<file path="config.mk">
export PLATFORM = sky130hd
export DESIGN_NAME = example_data_memory_bus_pipelined
export DESIGN_NICKNAME = d
export VERILOG_FILES = /design/src/rtl/example_data_bus_pkg.sv /design/src/rtl/example_data_bus_rsp_fifo.sv /design/src/rtl/example_data_memory_bus_pipelined.sv
export SDC_FILE = /design/constraint.sdc
export NUM_CORES = 1
export LEC_CHECK = 0
export CAP_MARGIN = 20
export CELL_PAD_IN_SITES_DETAIL_PLACEMENT = 1
export CELL_PAD_IN_SITES_GLOBAL_PLACEMENT = 1
export CORE_MARGIN = 2
export CORE_UTILIZATION = 40
export CTS_CLUSTER_DIAMETER = 200
export DETAILED_ROUTE_END_ITERATION = 7
export PLACE_DENSITY_LB_ADDON = 0.1
export SETUP_SLACK_MARGIN = 0.15
export SLEW_MARGIN = 20
export SYNTH_ARGS = -nofsm -noshare
export SYNTH_HDL_FRONTEND = slang
export SYNTH_SLANG_ARGS = --single-unit
</file>
<file path="constraint.sdc">
create_clock -name clock -period 6.4 [get_ports clock]
set_input_delay 1.28 -clock clock [delete_from_list [all_inputs] [get_ports clock]]
set_output_delay 1.28 -clock clock [all_outputs]
set_load 0.01 [all_outputs]
</file>
<file path="src/rtl/example_data_bus_pkg.sv">
// Shared types for the pipelined data memory bus: response FIFO entry,
// in-flight request tag and the latency ceiling.
package example_data_bus_pkg;

  localparam int MAX_READ_LATENCY = 4;

  typedef struct packed {
    logic [31:0] rdata;
    logic        err;
  } rsp_entry_t;

  typedef struct packed {
    logic valid;
    logic is_write;
    logic err;
  } tag_t;

  localparam int RSP_ENTRY_W = $bits(rsp_entry_t);

endpackage

</file>
<file path="src/rtl/example_data_bus_rsp_fifo.sv">
// In-order response FIFO: synchronous push/pop, power-of-two depth,
// pointers carry one wrap bit so full and empty are distinguishable.
module example_data_bus_rsp_fifo
  import example_data_bus_pkg::*;
#(
  parameter int DEPTH = 4
) (
  input  logic                   clock,
  input  logic                   reset_n,
  input  logic                   push,
  input  logic                   pop,
  input  logic [RSP_ENTRY_W-1:0] din,
  output logic [RSP_ENTRY_W-1:0] dout,
  output logic                   empty,
  output logic                   full
);

  localparam int AW = $clog2(DEPTH);

  logic [AW:0]            wptr, rptr;
  logic [RSP_ENTRY_W-1:0] mem [DEPTH];

  always_ff @(posedge clock or negedge reset_n) begin
    if (!reset_n) begin
      wptr <= '0;
      rptr <= '0;
    end else begin
      if (push) wptr <= wptr + 1'b1;
      if (pop)  rptr <= rptr + 1'b1;
    end
  end

  // Storage is not reset: an entry is only visible once its push moved wptr.
  always_ff @(posedge clock) begin
    if (push) mem[wptr[AW-1:0]] <= din;
  end

  assign empty = (wptr == rptr);
  assign full  = (wptr[AW] != rptr[AW]) && (wptr[AW-1:0] == rptr[AW-1:0]);
  assign dout  = mem[rptr[AW-1:0]];

endmodule

</file>
<file path="src/rtl/example_data_memory_bus_pipelined.sv">
// Pipelined load/store bus to a synchronous data memory with in-order responses.
// Define EXAMPLE_DATA_BUS_RANGE_CHECK_EN to decode ADDR_BEGIN..ADDR_END and flag misses.
module example_data_memory_bus_pipelined
  import example_data_bus_pkg::*;
#(
  parameter logic [31:0] ADDR_BEGIN    = 32'h8000_0000,
  parameter logic [31:0] ADDR_END      = 32'h8001_FFFF,
  parameter int          MEM_WORD_BITS = 15,
  parameter int          READ_LATENCY  = 1,
  parameter int          RSP_DEPTH     = 4
) (
  input  logic                     clock,
  input  logic                     reset_n,
  input  logic                     req_valid,
  output logic                     req_ready,
  input  logic [31:0]              req_addr,
  input  logic [31:0]              req_wdata,
  input  logic [3:0]               req_be,
  input  logic                     req_we,
  output logic                     rsp_valid,
  input  logic                     rsp_ready,
  output logic [31:0]              rsp_rdata,
  output logic                     rsp_err,
  output logic [MEM_WORD_BITS-1:0] mem_address,
  output logic                     mem_wren,
  output logic [3:0]               mem_byteena,
  output logic [31:0]              mem_data,
  input  logic [31:0]              mem_q
);

  localparam int LAT = (READ_LATENCY < 1) ? 1 :
                       (READ_LATENCY > MAX_READ_LATENCY) ? MAX_READ_LATENCY : READ_LATENCY;
  localparam int CW  = $clog2(RSP_DEPTH + 1);

  logic          accept, in_range;
  tag_t          tag_in;
  tag_t [LAT:1]  tag_pipe;
  logic [CW-1:0] credits, credits_nxt;
  logic          ready_q;
  logic          push, pop, fifo_empty, fifo_full;
  rsp_entry_t    push_entry, head;

  assign req_ready = ready_q;
  assign accept    = req_valid && ready_q;

`ifdef EXAMPLE_DATA_BUS_RANGE_CHECK_EN
  assign in_range = (req_addr >= ADDR_BEGIN) && (req_addr <= ADDR_END);
`else
  // Without decode every address maps onto the memory, upper bits alias.
  assign in_range = 1'b1;
  logic unused_ok;
  assign unused_ok = &{1'b0, req_addr[31:MEM_WORD_BITS+2], req_addr[1:0],
                       head.err, ADDR_BEGIN, ADDR_END};
`endif

  assign mem_address = req_addr[MEM_WORD_BITS+1:2];
  assign mem_byteena = req_be;
  assign mem_data    = req_wdata;
  assign mem_wren    = accept && req_we && in_range;

  always_comb begin
    tag_in          = '0;
    tag_in.valid    = accept;
    tag_in.is_write = req_we;
    tag_in.err      = !in_range;
  end

  // Tag travels alongside the memory read so it exits when mem_q is valid.
  always_ff @(posedge clock or negedge reset_n) begin
    if (!reset_n) begin
      tag_pipe <= '0;
    end else begin
      tag_pipe[1] <= tag_in;
      for (int k = 2; k <= LAT; k++) tag_pipe[k] <= tag_pipe[k-1];
    end
  end

  always_comb begin
    push_entry       = '0;
    push_entry.err   = tag_pipe[LAT].err;
    push_entry.rdata = (!tag_pipe[LAT].is_write && !tag_pipe[LAT].err) ? mem_q : 32'h0;
  end

  assign push = tag_pipe[LAT].valid;
  assign pop  = !fifo_empty && rsp_ready;

  example_data_bus_rsp_fifo #(.DEPTH(RSP_DEPTH)) u_rsp_fifo (
    .clock   (clock),
    .reset_n (reset_n),
    .push    (push),
    .pop     (pop),
    .din     (push_entry),
    .dout    (head),
    .empty   (fifo_empty),
    .full    (fifo_full)
  );

  // Credits count requests in flight plus responses waiting; ready is
  // registered so rsp_ready never reaches req_ready combinationally.
  assign credits_nxt = credits + CW'(accept) - CW'(pop);

  always_ff @(posedge clock or negedge reset_n) begin
    if (!reset_n) begin
      credits <= '0;
      ready_q <= 1'b0;
    end else begin
      credits <= credits_nxt;
      ready_q <= (credits_nxt < CW'(RSP_DEPTH));
    end
  end

  assign rsp_valid = !fifo_empty;
  assign rsp_rdata = fifo_empty ? 32'h0 : head.rdata;
`ifdef EXAMPLE_DATA_BUS_RANGE_CHECK_EN
  assign rsp_err   = !fifo_empty && head.err;
`else
  assign rsp_err   = 1'b0;
`endif

  a_no_overflow: assert property (@(posedge clock) disable iff (!reset_n) !(push && fifo_full));

endmodule

</file>
==> results of run 1 <==
synthesized netlist by cell type:
cell type and instances:
nand2_1 2, xor2_1 5, a211oi_1 1, o31ai_1 1, and3_1 2, fa_1 1
ha_1 7, buf_4 53, buf_2 6, nor3_2 1, o21ai_0 1, dfrtp_1 12
inv_1 9, o211ai_1 1, nor2b_1 60, clkbuf_1 3, or3_1 1, and2_1 5
and2b_1 2, conb_1 1, edfxtp_1 128, mux4_2 29, xor2_2 1, buf_6 4
xnor2_1 3, mux4_1 3, o311ai_1 1, nand3_1 1, nor2b_4 3
worst paths after layout:
check	from	endpoint	cells past startpoint
worst max-delay path	u_rsp_fifo.wptr[0]	rsp_rdata[14]	6
worst min-delay path	u_rsp_fifo.wptr[2]	u_rsp_fifo.wptr[2]	1
worst max register to register	u_rsp_fifo.wptr[0]	credits[2]	11
worst min register to register	u_rsp_fifo.wptr[2]	u_rsp_fifo.wptr[2]	1
max in group asynchronous	reset_n	u_rsp_fifo.rptr[1]	1
min in group asynchronous	reset_n	credits[2]	1
worst max-delay path: stages, from the launching register on:
cell and delay, ns:
dfrtp_1 0.46, xor2_2 0.25, nor3_4 0.54, buf_8 0.24
buf_4 0.23, nor2b_1 0.07, clkdlybuf4s50_1 0.49
state kept, by name, indices dropped and copies added (netlist names):
register,flops
credits,3
push,1
req_ready,1
tag_pipe,1
u_rsp_fifo.mem,128
u_rsp_fifo.rptr,3
u_rsp_fifo.wptr,3
logic make-up after synthesis:
group | Yosys count | synth area share, %
DFF | 140 | 67.6
and+or+nand+nor | 77 | 8.22
buffers and inverters | 75 | 8.45
muxes | 32 | 11.9
xor gates and xnor gates | 9 | 1.41
adders and majority gates | 8 | 1.75
AOI/OAI and AO/OA | 5 | 0.592
other | 1 | 0.0612
per-layer routing:
metal	wire length (um)	up-vias	share of wire, %	global-route usage (%)
met5	0	-	0	0
met3	454	36	3.9	4.26
li1	-	1288	-	-
met4	295	0	2.5	7.89
met2	5780	81	50	24.7
met1	5080	1449	44	19.0
cell type report:
type	count	area [um2]
tap	188	235
clock buffer	24	482
fill	1453	7890
timing repair buffer	76	756
sequential	140	4150
inverter	9	33.8
multi-input combinational	132	1480
clock inverter	8	67.6
stage by stage:
stage / util, % / setup WS [ns]
5_1_grt: 47.7 / 2.25
6_report: 47.7 / 2.41
2_1_floorplan: - / 3.61
4_1_cts: 47.7 / 2.33
3_3_place_gp: 44.0 / 2.43
3_5_place_dp: 44.1 / 2.68
power breakdown:
group          internal, mW  switching [mW]  leakage (nW)  total (mW)
combinational         0.673           0.596         0.890        1.27
sequential             1.17          0.0547          1.32        1.22
clock                 0.561           0.340         0.274       0.901
cells in the final DEF (no fill, tap or decap), types with 2 or more instances in the layout:
cell type	instances
edfxtp_1	128
clkdlybuf4s50_1	71
nor2b_1	60
mux4_2	29
clkbuf_16	17
dfrtp_1	10
inv_1	9
ha_1	7
clkinv_2	6
xor2_1	5
and2_2	4
clkbuf_1	4
buf_4	4
nor2b_4	3
mux4_1	3
xnor2_1	3
clkbuf_8	3
and2b_1	2
and3_1	2
nand2_1	2
dfrtp_2	2
==> results.md, run 1 <==
Status:
- The run finished with clean final reports.

Yosys:
- The cell count after synthesis is 347.
- The cell taking the most area after synthesis is edfxtp_1.
- The post-synthesis instance area is 6130 um2.
- A synthesized cell averages 17.7 um2.
- Summed over its instances, the top area cell type makes up 62.7% of the synthesized netlist area.
- The netlist uses 29 different library cells.
- Sorting the synthesized cells by area gives the leading types as edfxtp_1 63%, mux4_2 11%, buf_4 6.5%, nor2b_1 6.1%, dfrtp_1 4.9%.
- The count of state elements after synthesis is 140.
- The fraction of the yosys area taken by sequential cells is 67.6%.
- The number of warnings printed during yosys synthesis is 0.
- The synthesized netlist net count is 460.

Clock tree:
- The clock tree root buffer cell is clkbuf_16.
- The depth of the CTS H-tree is 4.
- The TritonCTS clock tree is built.
- The later-pin clock latency in the skew report is 0.41 ns.
- The hold buffer count at CTS is 0.
- After clock tree synthesis, the clock-pin slew on the worst setup and hold paths is 0.06 ns.
- The number of resized instances in the post-cts repair step is 0.
- The number of sinks driven by the clock tree is 140.
- The number of post-CTS setup repair buffers is 0.
- The number of buffers inserted during clock tree synthesis is 17.
- The clock tree buffer depth is 2.

Timing:
- The total of endpoints with negative setup slack in the final report is 0.
- The total count of hold-check failures in the final report came to 0.
- The final sum of negative setup slack is 0 ns.
- Setup repair after global routing left no endpoint under its margin.
- In the finished design, the share of the clock period the worst path needs comes to 62.4%.
- The slew at the pin with the worst max-slew slack is 0.996 ns.
- The worst slew margin relative to its limit is 33.6%.
- The tightest hold margin is 0.488 ns.
- Static timing analysis puts the maximum clock frequency at 251 MHz.
- The count of pins over their slew limit is 0.
- For the final database, setup skew stands at 0.00860 ns.
- The time the final worst path needs with I/O delays and setup is 3.99 ns.

Detailed routing:
- The first detailed-routing pass ran for 4 iterations.
- The routed length per instance is 20.1 um.
- In the routed design, unresolved DRC markers number 0.
- For this block, the routed nets add up to 11,600 um of wire.
- Using the TritonRoute via totals, the vias-per-cell ratio works out to 4.95.
- The post-route antenna net violation count is 0.
- For this block, the initial DRC count from the detailed router was 155.
- The final route contains 2,854 vias.

Final layout:
- The repair_antennas step left the layout with diodes totalling 0.
- The post-route non-filler standard cell count is 577.
- With fillers left out, the area of the finished cells amounts to 7200 um2.
- In the final design database the tool counted 489 nets.
- The share of post-route cells with drive strength above 1 is 18.8%.
- The layout overhead on the synthesized area is 17.4%.

Setup path:
- The type of element capturing the critical path is an output pin.
- The critical path data arrival time is 2.71 ns.
- The worst setup path is launched from a flop.
- The data required time at the worst endpoint is 5.12 ns.
- In this run the register-to-register setup slack is 3.70 ns.
- The worst setup path is of the flop to output pin kind.
- Along the worst path, the maximum fanout reaches 13.

Power and ir drop:
- The design draws 3.39 mW.
- In this run the static leakage power is 2.49 nW.
- In this run the power density over the cells is 471 nW/um2.
- The worst-case IR drop observed on VDD is 0.219 mV.

Die:
- For this configuration, the core starts out at a cell density of 40.6%.
- The die span in x is 128 um.
- The area of the placeable core is 15,100 um2.
- The total I/O pin count is 192.
- The full die area is 16,300 um2.
- In this run the core area contains 45 standard-cell rows.
- The die is 128 um tall.

Global route:
- Entering global routing, the biggest net connects 37 pins.
- The number of antenna violations at the first check in global routing is 0.
- After global routing the overflow that remains totals 0.
- The combined global-route utilization of all metal layers is 15.3%.
- The via count of the first global-routing pass was 3,215.
- The first global-routing pass estimated 18,100 um of wire.

Placed design:
- Routability-driven placement finished with a final weighted congestion of 0.658.
- Summing all placed instances gives a cell area of 6650 um2.
- Detailed placement ended at an HPWL of 6640 um.
- Including well taps, the total number of placed cells is 545.
- The count of port buffers added during placement is 71.

Hold path:
- In this run the worst hold path is classified as flop to flop.

Flow run:
- Across the run, the number of max-cap violations was 0.
No activity file was read; power rests on OpenSTA's default activity.
==> inputs of run 2 (changes only) <==
--- a/config.mk
+++ b/config.mk
@@ -9,7 +9,7 @@
 export CELL_PAD_IN_SITES_DETAIL_PLACEMENT = 1
 export CELL_PAD_IN_SITES_GLOBAL_PLACEMENT = 1
 export CORE_MARGIN = 2
-export CORE_UTILIZATION = 40
+export CORE_UTILIZATION = 38
 export CTS_CLUSTER_DIAMETER = 200
 export DETAILED_ROUTE_END_ITERATION = 7
 export PLACE_DENSITY_LB_ADDON = 0.1
==> constraint.sdc (replaced) <==
create_clock -name clock -period 3.94 [get_ports clock]
set_input_delay 0.788 -clock clock [delete_from_list [all_inputs] [get_ports clock]]
set_output_delay 0.788 -clock clock [all_outputs]
set_load 0.01 [all_outputs]
==> results.md, run 2 (synthesis results as in run 1) <==
Placed design:
- The post-DP HPWL came to 7050 um (was 6640 um).
- The count of port buffers added during placement was 71 (unchanged).
- The weighted congestion reported at the end of routability-driven placement is 0.670 (was 0.658).

Detailed routing:
- The average vias per placed instance is 4.76 (was 4.95).
- The detailed router's first-iteration violation count is 113 (was 155).
- The iteration count of the initial detailed-routing pass came to 4 (unchanged).
- The aggregate routed wire length came to 12,200 um (was 11,600 um).
- The total via count after detailed routing is 2,887 (was 2,854).
- The routed length per instance is 20.1 um (about the same).
- The post-route antenna net violation count was 0 (unchanged).
- The number of DRC violations after detailed routing was 0 (unchanged).

Clock tree:
- The number of sinks driven by the clock tree came to 140 (unchanged).
- The depth of the CTS H-tree came to 4 (unchanged).
- The later-pin clock latency in the skew report came to 0.42 ns (was 0.41 ns).
- The number of buffers inserted during clock tree synthesis was 17 (unchanged).
- The TritonCTS clock tree is built (unchanged).
- The number of resized instances in the post-cts repair step is 0 (unchanged).
- The clock transition at the registers of the reported paths was 0.05 ns (was 0.06 ns).
- The number of post-CTS setup repair buffers is 0 (unchanged).
- The clock tree buffer depth is 2 (unchanged).
- The clock tree root buffer cell is clkbuf_16 (unchanged).
- The hold buffer count at CTS is 0 (unchanged).

Final layout:
- The number of filler instances in the final layout is 1,495 (was 1,453).
- The area occupied by registers is 4150 um2 (unchanged).
- The share of the core filled with cells in the final layout is 45.8% (was 47.7%).
- The most common cell after layout, fill and taps aside is edfxtp_1 (unchanged).
- The number of diodes is 0 (unchanged).
- The number of flip-flops in the largest register was 128 (unchanged).
- The number of nets in the layout came to 490 (was 489).
- The share of post-route cells with drive strength above 1 is 17.2% (was 18.8%).
- Commonest cells after routing, fill and taps aside: 128 x edfxtp_1, 71 x clkdlybuf4s50_1, 60 x nor2b_1 (unchanged).
- The layout overhead on the synthesized area is 18.1% (was 17.4%).
- The area of combinational cells with multiple inputs is 1480 um2 (unchanged).

Die:
- The die span in x was 131 um (was 128 um).
- The total I/O pin count came to 192 (unchanged).
- The full die area came to 17,200 um2 (was 16,300 um2).
- The area of the placeable core is 15,800 um2 (was 15,100 um2).
- The starting utilization of the core area is 38.7% (was 40.6%).
- The row count came to 46 (was 45).
- The height of the die was 131 um (was 128 um).

Timing:
- The maximum clock rate is 300 MHz.
- The worst slew margin relative to its limit is 33.9% (was 33.6%).
- The count of pins over their slew limit is 0 (unchanged).
- For the finished layout, the period the worst path requires is 3.34 ns.
- The worst path uses 84.7% of the clock period.
- The slew at the pin with the worst max-slew slack is 0.992 ns (was 0.996 ns).
- Setup repair after global routing missed its margin: no (unchanged).
- The total count of hold-check failures in the final report is 0 (unchanged).
- The final sum of negative setup slack came to 0 ns (unchanged).
- The largest clock skew in the final design is 0.00864 ns (was 0.00860 ns).
- The total of endpoints with negative setup slack in the final report is 0 (unchanged).

Global route:
- The combined global-route utilization of all metal layers is 15.3% (about the same).
- The number of antenna violations at the first check in global routing is 0 (unchanged).
- The largest net degree at the start of global routing is 37 (unchanged).
- The overflow left after global routing is 0 (unchanged).
- The global-route wire length before repair is 18,400 um (was 18,100 um).
- The via count of the first global-routing pass is 3,184 (was 3,215).

Setup path:
- Cell breakdown of the critical path: buf_4 -> xor2_2 -> nor3_4 -> buf_4 -> and2b_1 -> clkdlybuf4s50_1 (was xor2_2 -> nor3_4 -> buf_8 -> buf_4 -> nor2b_1 -> clkdlybuf4s50_1).
- The critical path data arrival time is 2.55 ns (was 2.71 ns).
- The path type of the worst setup path is flop to output pin (unchanged).
- The type of element capturing the critical path is an output pin (unchanged).
- The delay of the slowest cell on the worst path was 0.49 ns (was 0.54 ns).
- The end point of the critical path was rsp_rdata[1] (was rsp_rdata[14]).
- The count of cells along the worst register-to-register path is 12 (was 11).
- The critical path launch point was u_rsp_fifo.rptr[0] (was u_rsp_fifo.wptr[0]).
- The reg2reg setup slack is 1.19 ns (was 3.70 ns).
- The maximum fanout along the worst path came to 23 (was 13).
- The critical-path cell with the highest stage delay is clkdlybuf4s50_1 (was nor3_4).
- Counting stages on the worst path, the most repeated cell is buf_4.
- The startpoint kind of the worst setup timing path is a flop (unchanged).
- The destination of the worst register-to-register timing path was credits[2] (unchanged).
- The data required time at the worst endpoint was 3.15 ns (was 5.12 ns).
- The startpoint of the lowest-slack register-to-register path is u_rsp_fifo.rptr[0] (was u_rsp_fifo.wptr[0]).

Power and ir drop:
- The clock group share of total power is 27.3% (was 26.6%).
- The sequential share of power is 35.7% (was 36.0%).
- The power density over the cells came to 767 nW/um2 (was 471 nW/um2).
- The switching power as a share of total power is 29.0% (was 29.2%).
- The leakage power of the design is 2.48 nW (was 2.49 nW).
- The net load switching power was 1.61 mW (was 0.991 mW).
- The internal power consumption is 3.95 mW (was 2.40 mW).
- The part of the total power dissipated in combinational logic came to 37.0% (was 37.4%).
- The peak ir drop on the vdd network is 0.410 mV (was 0.219 mV).

Hold path:
- The critical hold path startpoint was u_rsp_fifo.wptr[2] (unchanged).
- The type of the most critical hold path is flop to flop (unchanged).

Flow run:
- The number of violations of the max-capacitance limit was 0 (unchanged).

Status:
- Result of the run: finished, final reports clean (unchanged).
run 2: layout make-up:
cell class | count | area share [%]
clock buffers | 29 | 6.77
clock inverters | 3 | 0.881
inverters | 9 | 0.466
multi-input cells | 132 | 20.5
flip-flops and latches | 140 | 57.3
well taps | 216 | 3.73
repair buffers | 77 | 10.4
run 2: power by group through the flow:
stage	registers, mW	clock network [mW]	logic, mW
after floorplan	1.98	0	1.27
after global placement	2.00	0	2.11
after detailed placement	2.02	0	2.11
after CTS	1.99	1.55	2.13
after global routing	2.01	1.61	2.25
final	1.98	1.52	2.06
run 2: per-layer routing:
metal / share of wire, % / track usage, % / up-vias / wire (um)
met2: 49 / 24.0 / 89 / 5920
met1: 42 / 18.7 / 1457 / 5120
li1: - / - / 1291 / -
met3: 5.0 / 4.56 / 50 / 608
met5: 0 / 0 / - / 0
met4: 4.3 / 9.32 / 0 / 520
run 2: worst min path at each step:
stage,endpoint,cells past startpoint
CTS,u_rsp_fifo.wptr[2],1
global placement,u_rsp_fifo.rptr[2],1
detailed placement,u_rsp_fifo.wptr[2],1
finish,u_rsp_fifo.wptr[2],1
global route,u_rsp_fifo.wptr[2],1
floorplan,u_rsp_fifo.wptr[2],1
run 2: worst max-delay path, delay by kind of cell (launching register included):
family	cells	cell delay (ns)
buf+inv	3	1.07
xor+xnor	1	0.21
flops	1	0.40
simple gates	2	0.46
run 2: metrics by stage:
stage               hold slack (ns)  cells  area (um2)  power (mW)  worst slack [ns]
floorplan                     0.461    347        6130        3.26              1.51
global placement              0.483    574        6690        4.11             0.974
detailed placement            0.484    574        6690        4.13             0.941
CTS                           0.494    606        7240        5.66             0.527
global route                  0.514    606        7240        5.87             0.429
finish                        0.492    606        7240        5.56             0.602
